File: src/rtl/commutation_sequencer_if.sv
// Bundles the run controls, hall inputs and gate/status outputs of the commutation sequencer.
// Latency: none, signal grouping only.
// Backpressure: none; all signals are levels or single-cycle pulses.
// Ports (slave side = sequencer):
//   enable, direction, duty[PWM_BITS], hall1/2/3        -> into the sequencer
//   PHASES[5:0], sector[2:0], commutate, hall_fault, stall <- from the sequencer
interface commutation_sequencer_if #(
    parameter int PWM_BITS = 10
);
    logic                enable;
    logic                direction;
    logic [PWM_BITS-1:0] duty;
    logic                hall1;
    logic                hall2;
    logic                hall3;
    logic [5:0]          PHASES;
    logic [2:0]          sector;
    logic                commutate;
    logic                hall_fault;
    logic                stall;

    modport master (
        output enable, direction, duty, hall1, hall2, hall3,
        input  PHASES, sector, commutate, hall_fault, stall
    );

    modport slave (
        input  enable, direction, duty, hall1, hall2, hall3,
        output PHASES, sector, commutate, hall_fault, stall
    );
endinterface

File: src/rtl/commutation_sequencer.sv
// Six-step BLDC commutation: filtered halls -> sector -> dead-time -> PWM'd high side / solid low side.
// Latency: hall change accepted at edge t -> gates off at t+1, new pattern at t+1+DEADTIME.
// Backpressure: none; faults latch in FAULT until enable is dropped.
// Ports: CLK, reset (async, active-high), bus (slave modport of commutation_sequencer_if):
//   in  enable, direction, duty, hall1/2/3; out PHASES, sector, commutate, hall_fault, stall
module commutation_sequencer #(
    parameter int PWM_BITS     = 10,
    parameter int DEADTIME     = 16,
    parameter int HALL_FILTER  = 4,
    parameter int STALL_CYCLES = 1600000
) (
    input  logic                    CLK,
    input  logic                    reset,
    commutation_sequencer_if.slave  bus
);
    localparam int DT_W = $clog2(DEADTIME + 1);
    localparam int HF_W = $clog2(HALL_FILTER + 1);
    localparam int ST_W = $clog2(STALL_CYCLES + 1);

    localparam logic [DT_W-1:0] DT_LAST    = DT_W'(DEADTIME - 1);
    localparam logic [HF_W-1:0] HF_FULL    = HF_W'(HALL_FILTER);
    localparam logic [HF_W-1:0] HF_LAST    = HF_W'(HALL_FILTER - 1);
    localparam logic [ST_W-1:0] STALL_LAST = ST_W'(STALL_CYCLES - 1);

    typedef enum logic [1:0] {ST_IDLE, ST_DEADTIME, ST_DRIVE, ST_FAULT} state_t;

    // {valid, sector}; 000 and 111 are not produced by a healthy sensor set.
    function automatic logic [3:0] hall_to_sector(input logic [2:0] v);
        case (v)
            3'b001:  return {1'b1, 3'd0};
            3'b011:  return {1'b1, 3'd1};
            3'b010:  return {1'b1, 3'd2};
            3'b110:  return {1'b1, 3'd3};
            3'b100:  return {1'b1, 3'd4};
            3'b101:  return {1'b1, 3'd5};
            default: return 4'b0000;
        endcase
    endfunction

    function automatic logic is_adjacent(input logic [2:0] a, input logic [2:0] b);
        logic [2:0] up;
        logic [2:0] dn;
        up = (a == 3'd5) ? 3'd0 : a + 3'd1;
        dn = (a == 3'd0) ? 3'd5 : a - 3'd1;
        return (b == up) || (b == dn);
    endfunction

    // Returns {lo[2:0], hi[2:0]}; reverse rotation drives the opposite sector.
    function automatic logic [5:0] drive_pattern(input logic [2:0] s, input logic rev,
                                                 input logic hi_on);
        logic [2:0] idx;
        logic [2:0] hi;
        logic [2:0] lo;
        idx = rev ? ((s >= 3'd3) ? s - 3'd3 : s + 3'd3) : s;
        case (idx)
            3'd0:    begin hi = 3'b001; lo = 3'b010; end
            3'd1:    begin hi = 3'b001; lo = 3'b100; end
            3'd2:    begin hi = 3'b010; lo = 3'b100; end
            3'd3:    begin hi = 3'b010; lo = 3'b001; end
            3'd4:    begin hi = 3'b100; lo = 3'b001; end
            3'd5:    begin hi = 3'b100; lo = 3'b010; end
            default: begin hi = 3'b000; lo = 3'b000; end
        endcase
        return {lo, hi & {3{hi_on}}};
    endfunction

    // ---------------- hall synchroniser and filter ----------------
    logic [2:0]      sync1, sync2, filt_prev, h;
    logic [HF_W-1:0] filt_cnt;

    always_ff @(posedge CLK or posedge reset) begin
        if (reset) begin
            sync1     <= 3'b000;
            sync2     <= 3'b000;
            filt_prev <= 3'b000;
            filt_cnt  <= '0;
            h         <= 3'b000;
        end else begin
            sync1 <= {bus.hall3, bus.hall2, bus.hall1};
            sync2 <= sync1;
            if (sync2 != filt_prev) begin
                filt_prev <= sync2;
                filt_cnt  <= HF_W'(1);
                if (HALL_FILTER == 1)
                    h <= sync2;
            end else if (filt_cnt < HF_FULL) begin
                filt_cnt <= filt_cnt + 1'b1;
                if (filt_cnt == HF_LAST)
                    h <= sync2;
            end
        end
    end

    logic [3:0] h_map;
    logic       h_valid;
    logic [2:0] h_sec;
    assign h_map   = hall_to_sector(h);
    assign h_valid = h_map[3];
    assign h_sec   = h_map[2:0];

    // ---------------- PWM ----------------
    logic [PWM_BITS-1:0] pwm_cnt, duty_q;
    logic                hi_on;

    always_ff @(posedge CLK or posedge reset) begin
        if (reset) begin
            pwm_cnt <= '0;
            duty_q  <= '0;
        end else begin
            pwm_cnt <= pwm_cnt + 1'b1;
            if (pwm_cnt == '1)
                duty_q <= bus.duty;   // duty only takes effect from the next period
        end
    end

    assign hi_on = (pwm_cnt < duty_q);

    // ---------------- sequencing FSM ----------------
    state_t          state;
    logic [2:0]      sector_q, target;
    logic [DT_W-1:0] dt_cnt;
    logic [ST_W-1:0] stall_cnt;
    logic [5:0]      phases_q;
    logic            commutate_q, hall_fault_q, stall_q;

    always_ff @(posedge CLK or posedge reset) begin
        if (reset) begin
            state        <= ST_IDLE;
            sector_q     <= 3'd0;
            target       <= 3'd0;
            dt_cnt       <= '0;
            stall_cnt    <= '0;
            phases_q     <= 6'b0;
            commutate_q  <= 1'b0;
            hall_fault_q <= 1'b0;
            stall_q      <= 1'b0;
        end else begin
            commutate_q <= 1'b0;
            if (!bus.enable) begin
                state        <= ST_IDLE;
                phases_q     <= 6'b0;
                dt_cnt       <= '0;
                stall_cnt    <= '0;
                hall_fault_q <= 1'b0;
                stall_q      <= 1'b0;
            end else begin
                case (state)
                    ST_IDLE: begin
                        phases_q  <= 6'b0;
                        stall_cnt <= '0;
                        if (h_valid) begin
                            state  <= ST_DEADTIME;
                            target <= h_sec;
                            dt_cnt <= '0;
                        end else begin
                            state        <= ST_FAULT;
                            hall_fault_q <= 1'b1;
                        end
                    end
                    ST_DEADTIME: begin
                        phases_q  <= 6'b0;
                        stall_cnt <= '0;
                        if (!h_valid) begin
                            state        <= ST_FAULT;
                            hall_fault_q <= 1'b1;
                        end else if (h_sec != target) begin
                            // Rotor moved again before we drove: aim at the newest sector.
                            target <= h_sec;
                            dt_cnt <= '0;
                        end else if (dt_cnt == DT_LAST) begin
                            state       <= ST_DRIVE;
                            sector_q    <= target;
                            phases_q    <= drive_pattern(target, bus.direction, hi_on);
                            commutate_q <= 1'b1;
                        end else begin
                            dt_cnt <= dt_cnt + 1'b1;
                        end
                    end
                    ST_DRIVE: begin
                        if (!h_valid) begin
                            state        <= ST_FAULT;
                            phases_q     <= 6'b0;
                            hall_fault_q <= 1'b1;
                        end else if (h_sec != sector_q) begin
                            phases_q <= 6'b0;
                            if (is_adjacent(sector_q, h_sec)) begin
                                state  <= ST_DEADTIME;
                                target <= h_sec;
                                dt_cnt <= '0;
                            end else begin
                                state        <= ST_FAULT;
                                hall_fault_q <= 1'b1;
                            end
                        end else if (duty_q == '0) begin
                            // No torque requested, so a stationary rotor is not a stall.
                            stall_cnt <= '0;
                            phases_q  <= drive_pattern(sector_q, bus.direction, hi_on);
                        end else if (stall_cnt >= STALL_LAST) begin
                            state    <= ST_FAULT;
                            phases_q <= 6'b0;
                            stall_q  <= 1'b1;
                        end else begin
                            stall_cnt <= stall_cnt + 1'b1;
                            phases_q  <= drive_pattern(sector_q, bus.direction, hi_on);
                        end
                    end
                    default: begin
                        phases_q <= 6'b0;
                    end
                endcase
            end
        end
    end

    assign bus.PHASES     = phases_q;
    assign bus.sector     = sector_q;
    assign bus.commutate  = commutate_q;
    assign bus.hall_fault = hall_fault_q;
    assign bus.stall      = stall_q;
endmodule

File: src/flat_wrapper.sv
// flat-port wrapper written by rule: the top's interface ports become plain ports
module commutation_sequencer_flat 
#(
    parameter int PWM_BITS     = 10,
    parameter int DEADTIME     = 16,
    parameter int HALL_FILTER  = 4,
    parameter int STALL_CYCLES = 1600000
)
  (CLK, reset, bus_enable, bus_direction, bus_duty, bus_hall1, bus_hall2, bus_hall3, bus_PHASES, bus_sector, bus_commutate, bus_hall_fault, bus_stall);
  commutation_sequencer_if #(.PWM_BITS(PWM_BITS)) bus_i ();
  input  logic CLK;
  input  logic reset;
  input wire logic [$bits(bus_i.enable)-1:0] bus_enable;
  input wire logic [$bits(bus_i.direction)-1:0] bus_direction;
  input wire logic [$bits(bus_i.duty)-1:0] bus_duty;
  input wire logic [$bits(bus_i.hall1)-1:0] bus_hall1;
  input wire logic [$bits(bus_i.hall2)-1:0] bus_hall2;
  input wire logic [$bits(bus_i.hall3)-1:0] bus_hall3;
  output wire logic [$bits(bus_i.PHASES)-1:0] bus_PHASES;
  output wire logic [$bits(bus_i.sector)-1:0] bus_sector;
  output wire logic [$bits(bus_i.commutate)-1:0] bus_commutate;
  output wire logic [$bits(bus_i.hall_fault)-1:0] bus_hall_fault;
  output wire logic [$bits(bus_i.stall)-1:0] bus_stall;
  assign bus_i.enable = bus_enable;
  assign bus_i.direction = bus_direction;
  assign bus_i.duty = bus_duty;
  assign bus_i.hall1 = bus_hall1;
  assign bus_i.hall2 = bus_hall2;
  assign bus_i.hall3 = bus_hall3;
  assign bus_PHASES = bus_i.PHASES;
  assign bus_sector = bus_i.sector;
  assign bus_commutate = bus_i.commutate;
  assign bus_hall_fault = bus_i.hall_fault;
  assign bus_stall = bus_i.stall;
  commutation_sequencer #(.PWM_BITS(PWM_BITS), .DEADTIME(DEADTIME), .HALL_FILTER(HALL_FILTER), .STALL_CYCLES(STALL_CYCLES)) u_core (.CLK(CLK), .reset(reset), .bus(bus_i));
endmodule
File: config.mk
export PLATFORM = sky130hd
export DESIGN_NAME = commutation_sequencer_flat
export DESIGN_NICKNAME = d
export VERILOG_FILES = /design/src/rtl/commutation_sequencer_if.sv /design/src/rtl/commutation_sequencer.sv /design/src/flat_wrapper.sv
export SDC_FILE = /design/constraint.sdc
export NUM_CORES = 1
export LEC_CHECK = 0
export BUFFER_PORTS_ARGS = -buffer_cell sky130_fd_sc_hd__buf_2
export CORE_ASPECT_RATIO = 0.75
export CORE_MARGIN = 1.5
export CORE_UTILIZATION = 53
export CTS_CLUSTER_DIAMETER = 60
export DETAILED_ROUTE_END_ITERATION = 10
export GPL_TIMING_DRIVEN = 1
export HOLD_SLACK_MARGIN = 0.06
export PLACE_DENSITY = 0.83
export SLEW_MARGIN = 25
export SYNTH_ARGS = -nofsm -noshare
export SYNTH_HDL_FRONTEND = slang
export SYNTH_SLANG_ARGS = --single-unit
File: constraint.sdc
create_clock -name CLK -period 6.9 [get_ports CLK]
set_clock_uncertainty 0.2 [all_clocks]
set_input_delay 1.38 -clock CLK [delete_from_list [all_inputs] [get_ports CLK]]
set_output_delay 1.38 -clock CLK [all_outputs]
set_load 0.03 [all_outputs]
Word level (Yosys, flattened, before mapping) --
Index checks and enable logic that the tools add are counted.
Word-level totals: register bits 78, bits of input ports 17
Cells by class: $add $sub $neg 10, $lt $le $gt $ge 5, equality and inequality tests 55, muxes and demuxes 88, bitwise gates (word level) 5, reduce and logical (&&, ||, !) cells 29
Operators with widths (count):
- $mux 21 | 5
- $mux 3 | 30
- $mux 6 | 8
- $pmux 3 s3 | 5
- $pmux 21 s2 | 1
- $mux 5 | 8
- $reduce_or 2->1 | 13
- $eq 3x3->1 const B | 8
- $pmux 4 s6 | 1
- $add 21x1->21 const B | 1
- $eq 3x2->1 const B | 7
- $ge 21x21->1 const B | 1
- $mux 2 | 10
- $ne 2x1->1 const B | 9
- $ne 3x2->1 const B | 6
- $mux 1 | 16
- $ne 4x4->1 const B | 4
- $pmux 5 s3 | 1
- $reduce_and 5->1 | 3
- $pmux 6 s2 | 1
- $add 10x1->10 const B | 1
- $eq 10x10->1 const B | 1
- $logic_not 10->1 | 1
- $lt 10x10->1 | 1
- 31 further kinds | 50

Logic depth before layout (Yosys ltp) --
Gate-level depths: netlist of run 1.
word-level depth 19, mapped depth 11, depth with buffers taken out 10

Worst setup path after synthesis of run 1 --
Ideal clock, no wire load.
kind input-to-reg, from in bus_direction, to reg u_core.phases_q[1] (netlist: u_core.bus.PHASES[1]), setup time 0.111 ns, data arrival time 2.838 ns, required time 6.589 ns, slack 3.750 ns, cell stages on the path 5, path buffers 1, cells stage by stage clkbuf_1 > inv_1 > o32ai_1 > a32oi_1 > a2111oi_2
Between the ends: longest elaborated chain between the ends 17, elaborated cells on any way between the ends 50, classes of those cells 10 x eq/ne; 29 x mux; 3 x bitwise; 8 x reduce/logical
Ends and longest elaborated chain:
- from (decl) | RTL line flat_wrapper.sv:14 | input wire logic [$bits(bus_i.direction)-1:0] bus_direction;
- $mux 3 | RTL line commutation_sequencer.sv:54 | idx = rev ? ((s >= 3'd3) ? s - 3'd3 : s + 3'd3) : s;
- $eq 3x3->1 (tied with other cells) | RTL line commutation_sequencer.sv:55 | case (idx)
- $reduce_or 2->1 (no source line)
- $pmux 3 s3 | RTL line commutation_sequencer.sv:55
- $mux 3 | RTL line commutation_sequencer.sv:198 | end else if (stall_cnt >= STALL_LAST) begin
- $mux 3 | RTL line commutation_sequencer.sv:194 | end else if (duty_q == '0) begin
- $mux 3 | RTL line commutation_sequencer.sv:184 | end else if (h_sec != sector_q) begin
- $mux 3 | RTL line commutation_sequencer.sv:180 | if (!h_valid) begin
- $mux 3 | RTL line commutation_sequencer.sv:147 | case (state)
- $mux 3 | RTL line commutation_sequencer.sv:139 | if (!bus.enable) begin
- $and 3x3->3 | RTL line commutation_sequencer.sv:64 | return {lo, hi & {3{hi_on}}};
- $mux 6 | RTL line commutation_sequencer.sv:198
- $mux 6 | RTL line commutation_sequencer.sv:194
- $mux 6 | RTL line commutation_sequencer.sv:184
- $mux 6 | RTL line commutation_sequencer.sv:180
- $pmux 6 s2 * | RTL line commutation_sequencer.sv:147
- $mux 6 * | RTL line commutation_sequencer.sv:139
- to (signal assigned) | RTL line commutation_sequencer.sv:173 | phases_q <= drive_pattern(target, bus.direction, hi_on);
- to (signal assigned) | RTL line commutation_sequencer.sv:197 | phases_q <= drive_pattern(sector_q, bus.direction, hi_on);
- to (signal assigned) | RTL line commutation_sequencer.sv:204 | phases_q <= drive_pattern(sector_q, bus.direction, hi_on);
- to (decl) | RTL line commutation_sequencer.sv:123 | logic [5:0] phases_q;
Mark *: on every way between the ends. The rest lies on a longest branch, timed or not. The select of a mux whose other input is x is not followed. A chain may end at the register's enable or synchronous reset.

Worst setup path after layout of run 1 --
from reg u_core.sector_q[0] (netlist: u_core.bus.sector[0]), to reg u_core.dt_cnt[1]
Between the ends: longest elaborated chain between the ends 6, elaborated cells on any way between the ends 13, classes of those cells 2 x add/sub; 6 x eq/ne; 2 x mux; 3 x reduce/logical
Ends and longest elaborated chain:
- from (decl) | RTL line commutation_sequencer.sv:120 | logic [2:0] sector_q, target;
- from (signal assigned) | RTL line commutation_sequencer.sv:172 | sector_q <= target;
- $add 3x1->3 (tied with other cells) | RTL line commutation_sequencer.sv:43 | up = (a == 3'd5) ? 3'd0 : a + 3'd1;
- $mux 3, on equally long branches | RTL line commutation_sequencer.sv:43, commutation_sequencer.sv:44
- $eq 3x3->1 | RTL line commutation_sequencer.sv:45 | return (b == up) || (b == dn);
- $logic_or 1x1->1 | RTL line commutation_sequencer.sv:45
- $ne 3x2->1 (no source line)
- $reduce_and 7->1 (no source line) *
- to (signal assigned) | RTL line commutation_sequencer.sv:176 | dt_cnt <= dt_cnt + 1'b1;
- to (decl) | RTL line commutation_sequencer.sv:121 | logic [DT_W-1:0] dt_cnt;
Mark *: on every way between the ends. The rest lies on a longest branch, timed or not.

==> impl_results.md, run 1 <==
* Status: finished, final reports clean
* R2R cell count at 9
* Max Cap Viol at 0
* Detail Route Antenna Nets at 0
* Layer with the highest usage: met2
* Internal power at roughly 0.92 mW
* Worst hold path depth at 0
* Met2 Resource Use GR at 0.351
* Grt met1 use at 0.306
* First-pass iteration count of the detailed router at 5
* Global route overflow at 0
* Flop2flop setup slack at 3.51 ns
* Critical path class: flip-flop to flip-flop
* Die Height at between 80 and 90 µm
* Antenna cells at 0
* Starting Density at 0.555
* Hold endpoint: u_core.sync2[0]
* Worst-Margin Slew at around 0.95 ns
* Core box area at 0.00856 mm²
* Static Leak at 2.32 nW
* Sequential Power Share at 0.384
* Worst Hold Class: flip-flop to flip-flop
* #FFs+latches synth at 78
* Post-CTS sizing at 0
* Comb pwr share at 0.322
* I/O Buffers at 28
* Mean Syn Cell Area at 9.49 µm²
* PD cells at 279 mW/mm²
* Seq/Total Area, Yosys at 0.411
* H-tree lvl count at 3
* HPWL after DPL at 7.13 mm
* Hold path start: u_core.sync1[0]
* Critical path startpoint category: flip-flop
* GPL Wtd Cong at around 0.87
* Met3 Use GR at 0.0500
* Clk sink count at 78
* Sw frac at 0.364
* Mean routed wirelength per cell at 15.7 µm
* I/O pin cnt at 29
* Gr usage total at 0.221
* Fin. Hold Viols at 0
* Hold WS at ~0.15 ns
* CTS clock-pin slew for the worst setup and hold paths at approximately 0.060 ns
* Clock network fraction of design power at 0.294
* Peak supply drop at approximately 0.23 mV
* Die area at 0.00955 mm²
* Clk_lat worst skew at about 0.34 ns
* Total vias in the final route at 3792
* Hold Buf Count CTS at 0
* Commonest non-fill, non-tap cells in the layout: dfrtp_1 (78), nand2_1 (51), nor2_1 (38)
* Slew Limit Fails at 0
* Final cycle utilization of the critical path at 0.491
* Post-CTS setup buffers at 0
* Via-per-instance ratio at 6.00
* Share of cells above drive strength 1 at 0.141
* Final Critical Period at 3.39 ns
* Post-synth ARST share at 1.00
* Final Core Density at 0.606
* Relative slew margins at 0.347
* Data required time at the worst endpoint at 6.96 ns
* Crit Reg-Reg Startpoint: u_core.bus.sector[0]
* RSZ-0062 raised after global routing: no
* Top FF cell, synth: dfrtp_1
* Switching Power at 0.528 mW
* Commonest non-fill, non-tap cell in the layout: dfrtp_1
* Achievable frequency at 295 MHz
* TritonCTS clock tree: yes
* Mapped Nets at ~550
* Initial antenna violation count at 0
* Global-route wire length before repair at 16.8 mm
* Crit path DAT at 3.45 ns
* YS warnings at 0
* Largest fanout on the critical path at 19
* Nets at 563
* Detailed Route Iter0 Violations at around 290
* Crit. End Element: flip-flop
* Endpoints failing setup at 0
* Syn Std Cell Area at 0.00475 mm²
* Die X at 112 µm
* Number of global-route vias before repair at between 3000 and 4000
* Final Power at 1.45 mW
* Clk root buf: clkbuf_16
* Synth Instances at 501
* Post-route setup TNS at 0 ns
* Crit path launch: u_core.bus.sector[0]
* Largest net degree at the start of global routing at roughly 80
* Clock buffer depth at 2
* Row count at 29
* FF-to-FF End: u_core.dt_cnt[1]
* Yosys cell types at 69
* Area growth syn-to-layout at 9.24%
* Inserted Clock Buffers at 9
* EDFF count, synth at 0
* DRC viols at 0
* Drt total wl at 9.94 mm
metrics by stage:
stage	worst slack, ns	std cells	instance area (µm²)
floorplan	3.32	501	4750
global placement	3.63	616	4920
detailed placement	3.49	616	4920
CTS	3.58	632	5190
global route	3.32	632	5190
finish	3.51	632	5190
sequential cells by signal, indices dropped and copies added, names as in the netlist, 5 cells and up:
name / cells
u_core.stall_cnt: 21
u_core.dt_cnt: 5
u_core.duty_q: 10
u_core.pwm_cnt: 10
u_core.bus.PHASES: 6
cells in the mapped netlist, types with 2 or more instances:
cell type	instances	area share
a2111oi_0	2	0.0037
a211oi_1	4	0.0063
a21o_1	4	0.0063
a21oi_1	19	0.020
a31oi_1	2	0.0026
a32oi_1	5	0.0092
a41oi_1	2	0.0037
and3_1	8	0.011
and4_1	2	0.0037
buf_2	6	0.0063
buf_4	3	0.0047
buf_6	3	0.0071
clkbuf_1	11	0.0087
dfrtp_1	78	0.41
ha_1	27	0.071
inv_1	33	0.026
mux2_2	9	0.021
mux2i_1	8	0.017
nand2_1	51	0.040
nand2b_1	6	0.0079
nand3_1	14	0.015
nand3b_1	4	0.0063
nand4_1	11	0.014
nand4b_1	3	0.0055
nor2_1	38	0.030
nor2b_1	10	0.013
nor3_1	10	0.011
nor3_2	3	0.0063
nor3b_1	3	0.0047
nor4_1	6	0.0079
nor4_2	2	0.0053
nor4b_1	2	0.0037
o211ai_1	2	0.0032
o21a_1	2	0.0032
o21ai_0	24	0.025
o21ai_1	5	0.0053
o22ai_1	7	0.0092
o311a_1	3	0.0063
o311ai_0	2	0.0037
o31ai_1	2	0.0032
or3b_2	2	0.0037
xnor2_1	25	0.046
xor2_1	12	0.022
final cells by class:
class / count / area (µm²)
clock buffers: 12 / 246
clock inverters: 4 / 22.5
fillers: 736 / 3370
inverters: 33 / 124
multi-input cells: 367 / 2550
flip-flops and latches: 78 / 1950
well taps: 108 / 135
repair buffers: 30 / 159
worst max-delay path by stage:
stage | to | slack, ns | depth (start not counted)
global placement | u_core.stall_cnt[7] | 3.63 | 7
floorplan | u_core.bus.PHASES[0] | 3.32 | 1
finish | u_core.dt_cnt[1] | 3.51 | 9
global route | u_core.dt_cnt[1] | 3.32 | 9
detailed placement | u_core.bus.PHASES[1] | 3.49 | 5
CTS | u_core.dt_cnt[4] | 3.58 | 9
layer usage:
metal	vias to the layer above	routed length, µm
met3	19	458
met5	-	0
li1	1827	-
met1	1848	4730
met4	0	144
met2	98	4610
cell families after synthesis:
| kind of cell | after synthesis | share of synthesized area |
|---|---|---|
| and+or+nand+nor | 186 | 0.208 |
| AOI/OAI and AO/OA | 100 | 0.151 |
| DFF | 78 | 0.411 |
| buffers and inverters | 56 | 0.0529 |
| xor gates and xnor gates | 37 | 0.0682 |
| adders and majority gates | 27 | 0.0711 |
| muxes | 17 | 0.0382 |
power by group through the flow:
stage,registers [mW],logic (mW),clock network (mW)
CTS,0.554,0.461,0.437
global route,0.564,0.510,0.457
detailed placement,0.562,0.456,0
floorplan,0.520,0.420,0
global placement,0.557,0.435,0
finish,0.557,0.466,0.426
worst max-delay path: stages (launching register included):
cell,delay (ns)
dfrtp_1,0.74
inv_1,0.19
ha_1,0.40
and4b_1,0.20
o21ai_0,0.25
a21oi_1,0.14
o311a_1,0.32
a21oi_1,0.23
or2_0,0.39
mux2i_1,0.23
Power figures use the tool's default switching activity.
==> inputs of run 2 (changes only) <==
--- a/config.mk
+++ b/config.mk
@@ -13,7 +13,7 @@
 export DETAILED_ROUTE_END_ITERATION = 10
 export GPL_TIMING_DRIVEN = 1
 export HOLD_SLACK_MARGIN = 0.06
-export PLACE_DENSITY = 0.83
+export PLACE_DENSITY = 0.86
 export SLEW_MARGIN = 25
 export SYNTH_ARGS = -nofsm -noshare
 export SYNTH_HDL_FRONTEND = slang
==> constraint.sdc (replaced) <==
create_clock -name CLK -period 2.8 [get_ports CLK]
set_clock_uncertainty 0.2 [all_clocks]
set_input_delay 0.56 -clock CLK [delete_from_list [all_inputs] [get_ports CLK]]
set_output_delay 0.56 -clock CLK [all_outputs]
set_load 0.03 [all_outputs]
==> run 2 against run 1 <==
Net effect: flip-flop and latch count unchanged; sequential power rose by 140%; combinational power grew to 3.2 times the previous value; fmax grew 23%; die area is the same; total power rose to 2.8 times the previous value; core utilization up 4.7 points; critical path depth did not move; critical path type unchanged; first-iteration DRC count down 12%; setup slack got worse by 3.5 ns; register-to-register slack lost 3.5 ns; largest cell class unchanged; cell count increased by 4.3%; critical endpoint is now u_core.target[2].
==> impl_results.md, run 2 (synthesis gave the netlist of run 1 again) <==
* Final Power at 4.10 mW (+180%)
* Inserted Clock Buffers at 9 (unchanged)
* Top Registers: u_core.stall_cnt (21), u_core.duty_q (10), u_core.pwm_cnt (10)
* HPWL after DPL at 7.74 mm (+8.6%)
* Endpoints failing setup at 0 (unchanged)
* Crit path DAT at 2.78 ns (-0.67 ns)
* Data required time at the worst endpoint at 2.83 ns (-4.13 ns)
* Max reg flops at 21 (unchanged)
* Detail Route Antenna Nets at 0 (unchanged)
* Starting Density at 0.555 (unchanged)
* Share of cells above drive strength 1 at 0.229 (+0.0875)
* Slew Limit Fails at 0 (unchanged)
* Clk sink count at 78 (unchanged)
* Via-per-instance ratio at 6.10 (+1.6%)
* Crit. End Element: flip-flop
* Global route overflow at 0 (unchanged)
* Die Height at 85.0 µm (unchanged)
* Row count at 29 (unchanged)
* Final cycle utilization of the critical path at 0.982 (+0.491)
* Commonest non-fill, non-tap cell in the layout: dfrtp_1
* Die X at 112 µm (unchanged)
* Largest net degree at the start of global routing at 41 (-48%)
* Clk_lat worst skew at 0.34 ns (about the same)
* Nets at 590 (+4.8%)
* Critical path startpoint category: flip-flop
* Die area at 0.00955 mm² (unchanged)
* Number of global-route vias before repair at 3968 (+11%)
* CTS clock-pin slew for the worst setup and hold paths at 0.06 ns (about the same)
* Commonest non-fill, non-tap cells in the layout: dfrtp_1 (70), nand2_1 (51), nor2_1 (38)
* Antenna cells at 0 (unchanged)
* Detailed Route Iter0 Violations at 252 (-12%)
* Status: finished, final reports clean
* I/O Buffers at 28 (unchanged)
* TritonCTS clock tree: yes
* Peak supply drop at 0.464 mV (+98%)
* Worst-Margin Slew at 0.594 ns (-0.361 ns)
* I/O pin cnt at 29 (unchanged)
* GPL Wtd Cong at 0.912 (+4.4%)
* Relative slew margins at 0.600 (+0.253)
* Design area at 0.00560 mm² (+7.8%)
* Static Leak at 2.49 nW (+7.5%)
* Critical path class: flip-flop to flip-flop
* Gr usage total at 0.247 (+0.0260)
* Clk root buf: clkbuf_16
* Biggest register: u_core.stall_cnt
* Core box area at 0.00856 mm² (unchanged)
* Placed cell areas at 0.00511 mm² (+3.8%)
* Fin. Hold Viols at 0 (unchanged)
* Max Cap Viol at 0 (unchanged)
* Largest fanout on the critical path at 4 (-15)
* Drt total wl at 11.3 mm (+13%)
* Total vias in the final route at 4017 (+5.9%)
* H-tree lvl count at 3 (unchanged)
* Achievable frequency at 364 MHz (+23%)
* Final Critical Period at 2.75 ns (-0.637 ns)
* Area growth syn-to-layout at 17.7%
* Worst Hold Class: primary input to flip-flop
* Clock buffer depth at 2 (unchanged)
* Global-route wire length before repair at 18.8 mm (+12%)
* First-pass iteration count of the detailed router at 5 (unchanged)
* DRC viols at 0 (unchanged)
* Mean routed wirelength per cell at 17.1 µm (+8.8%)
* Initial antenna violation count at 0 (unchanged)
* PD cells at 733 mW/mm² (+160%)
run 2: what timing repair did:
| action | CTS | global route |
|---|---|---|
| buffers inserted | 0 | 5 |
| setup endpoints to repair | 8 | 21 |
| pin swaps | 0 | 3 |
| hold buffers | 1 | 0 |
| gates resized for setup | 4 | 27 |
| hold endpoints to repair | 20 | 0 |
run 2: final cells by class:
cell class	count	area, µm²
Clock buffer	11	253
Tap cell	108	135
Timing Repair Buffer	57	373
Fill cell	625	2970
Sequential cell	78	1960
Inverter	33	130
Multi-Input combinational cell	367	2660
Clock inverter	5	81.3
run 2: metal layers:
| metal | track usage | vias up | part of all wire |
|---|---|---|---|
| met5 | 0 | - | 0 |
| met4 | 0.0875 | 0 | 0.024 |
| met3 | 0.0579 | 34 | 0.063 |
| met1 | 0.322 | 1966 | 0.43 |
| met2 | 0.409 | 148 | 0.48 |
| li1 | - | 1869 | - |
run 2: where the power goes:
part	switching (mW)	internal (mW)
combinational	0.840	0.629
sequential	0.140	1.20
clock	0.463	0.829
run 2: path summary, 6_finish.rpt:
path / from / endpoint / slack (ns) / cells past startpoint
worst max-delay path: u_core.bus.sector[0] / u_core.target[2] / 0.05 / 9
worst min-delay path: bus_hall1 / u_core.sync1[0] / 0.12 / 1
worst max register to register: u_core.bus.sector[0] / u_core.target[2] / 0.05 / 9
worst min register to register: u_core.sync1[0] / u_core.sync2[0] / 0.15 / 0
max in group asynchronous: reset / u_core.target[1] / 1.19 / 4
min in group asynchronous: reset / u_core.filt_prev[0] / 0.59 / 3
run 2: per-stage QoR:
step,setup WS [ns],utilization,hold slack [ns],instances,setup TNS [ns]
3_3_place_gp,0.0748,0.596,0.136,637,0
2_1_floorplan,0.0162,-,0.131,501,0
6_report,0.0500,0.653,0.124,659,0
3_5_place_dp,-0.0630,0.596,0.143,637,-0.168
4_1_cts,0.00802,0.639,0.117,654,0
5_1_grt,-0.00949,0.653,0.109,659,-0.0176
run 2: worst max-delay path, cell delays in order, from the launching register on:
cell      delay [ns]
dfrtp_2         0.46
inv_4           0.08
ha_4            0.14
mux2_4          0.32
mux2_2          0.28
o21ai_2         0.13
nand4_1         0.17
a21bo_2         0.27
nand4b_1        0.23
mux2_4          0.34
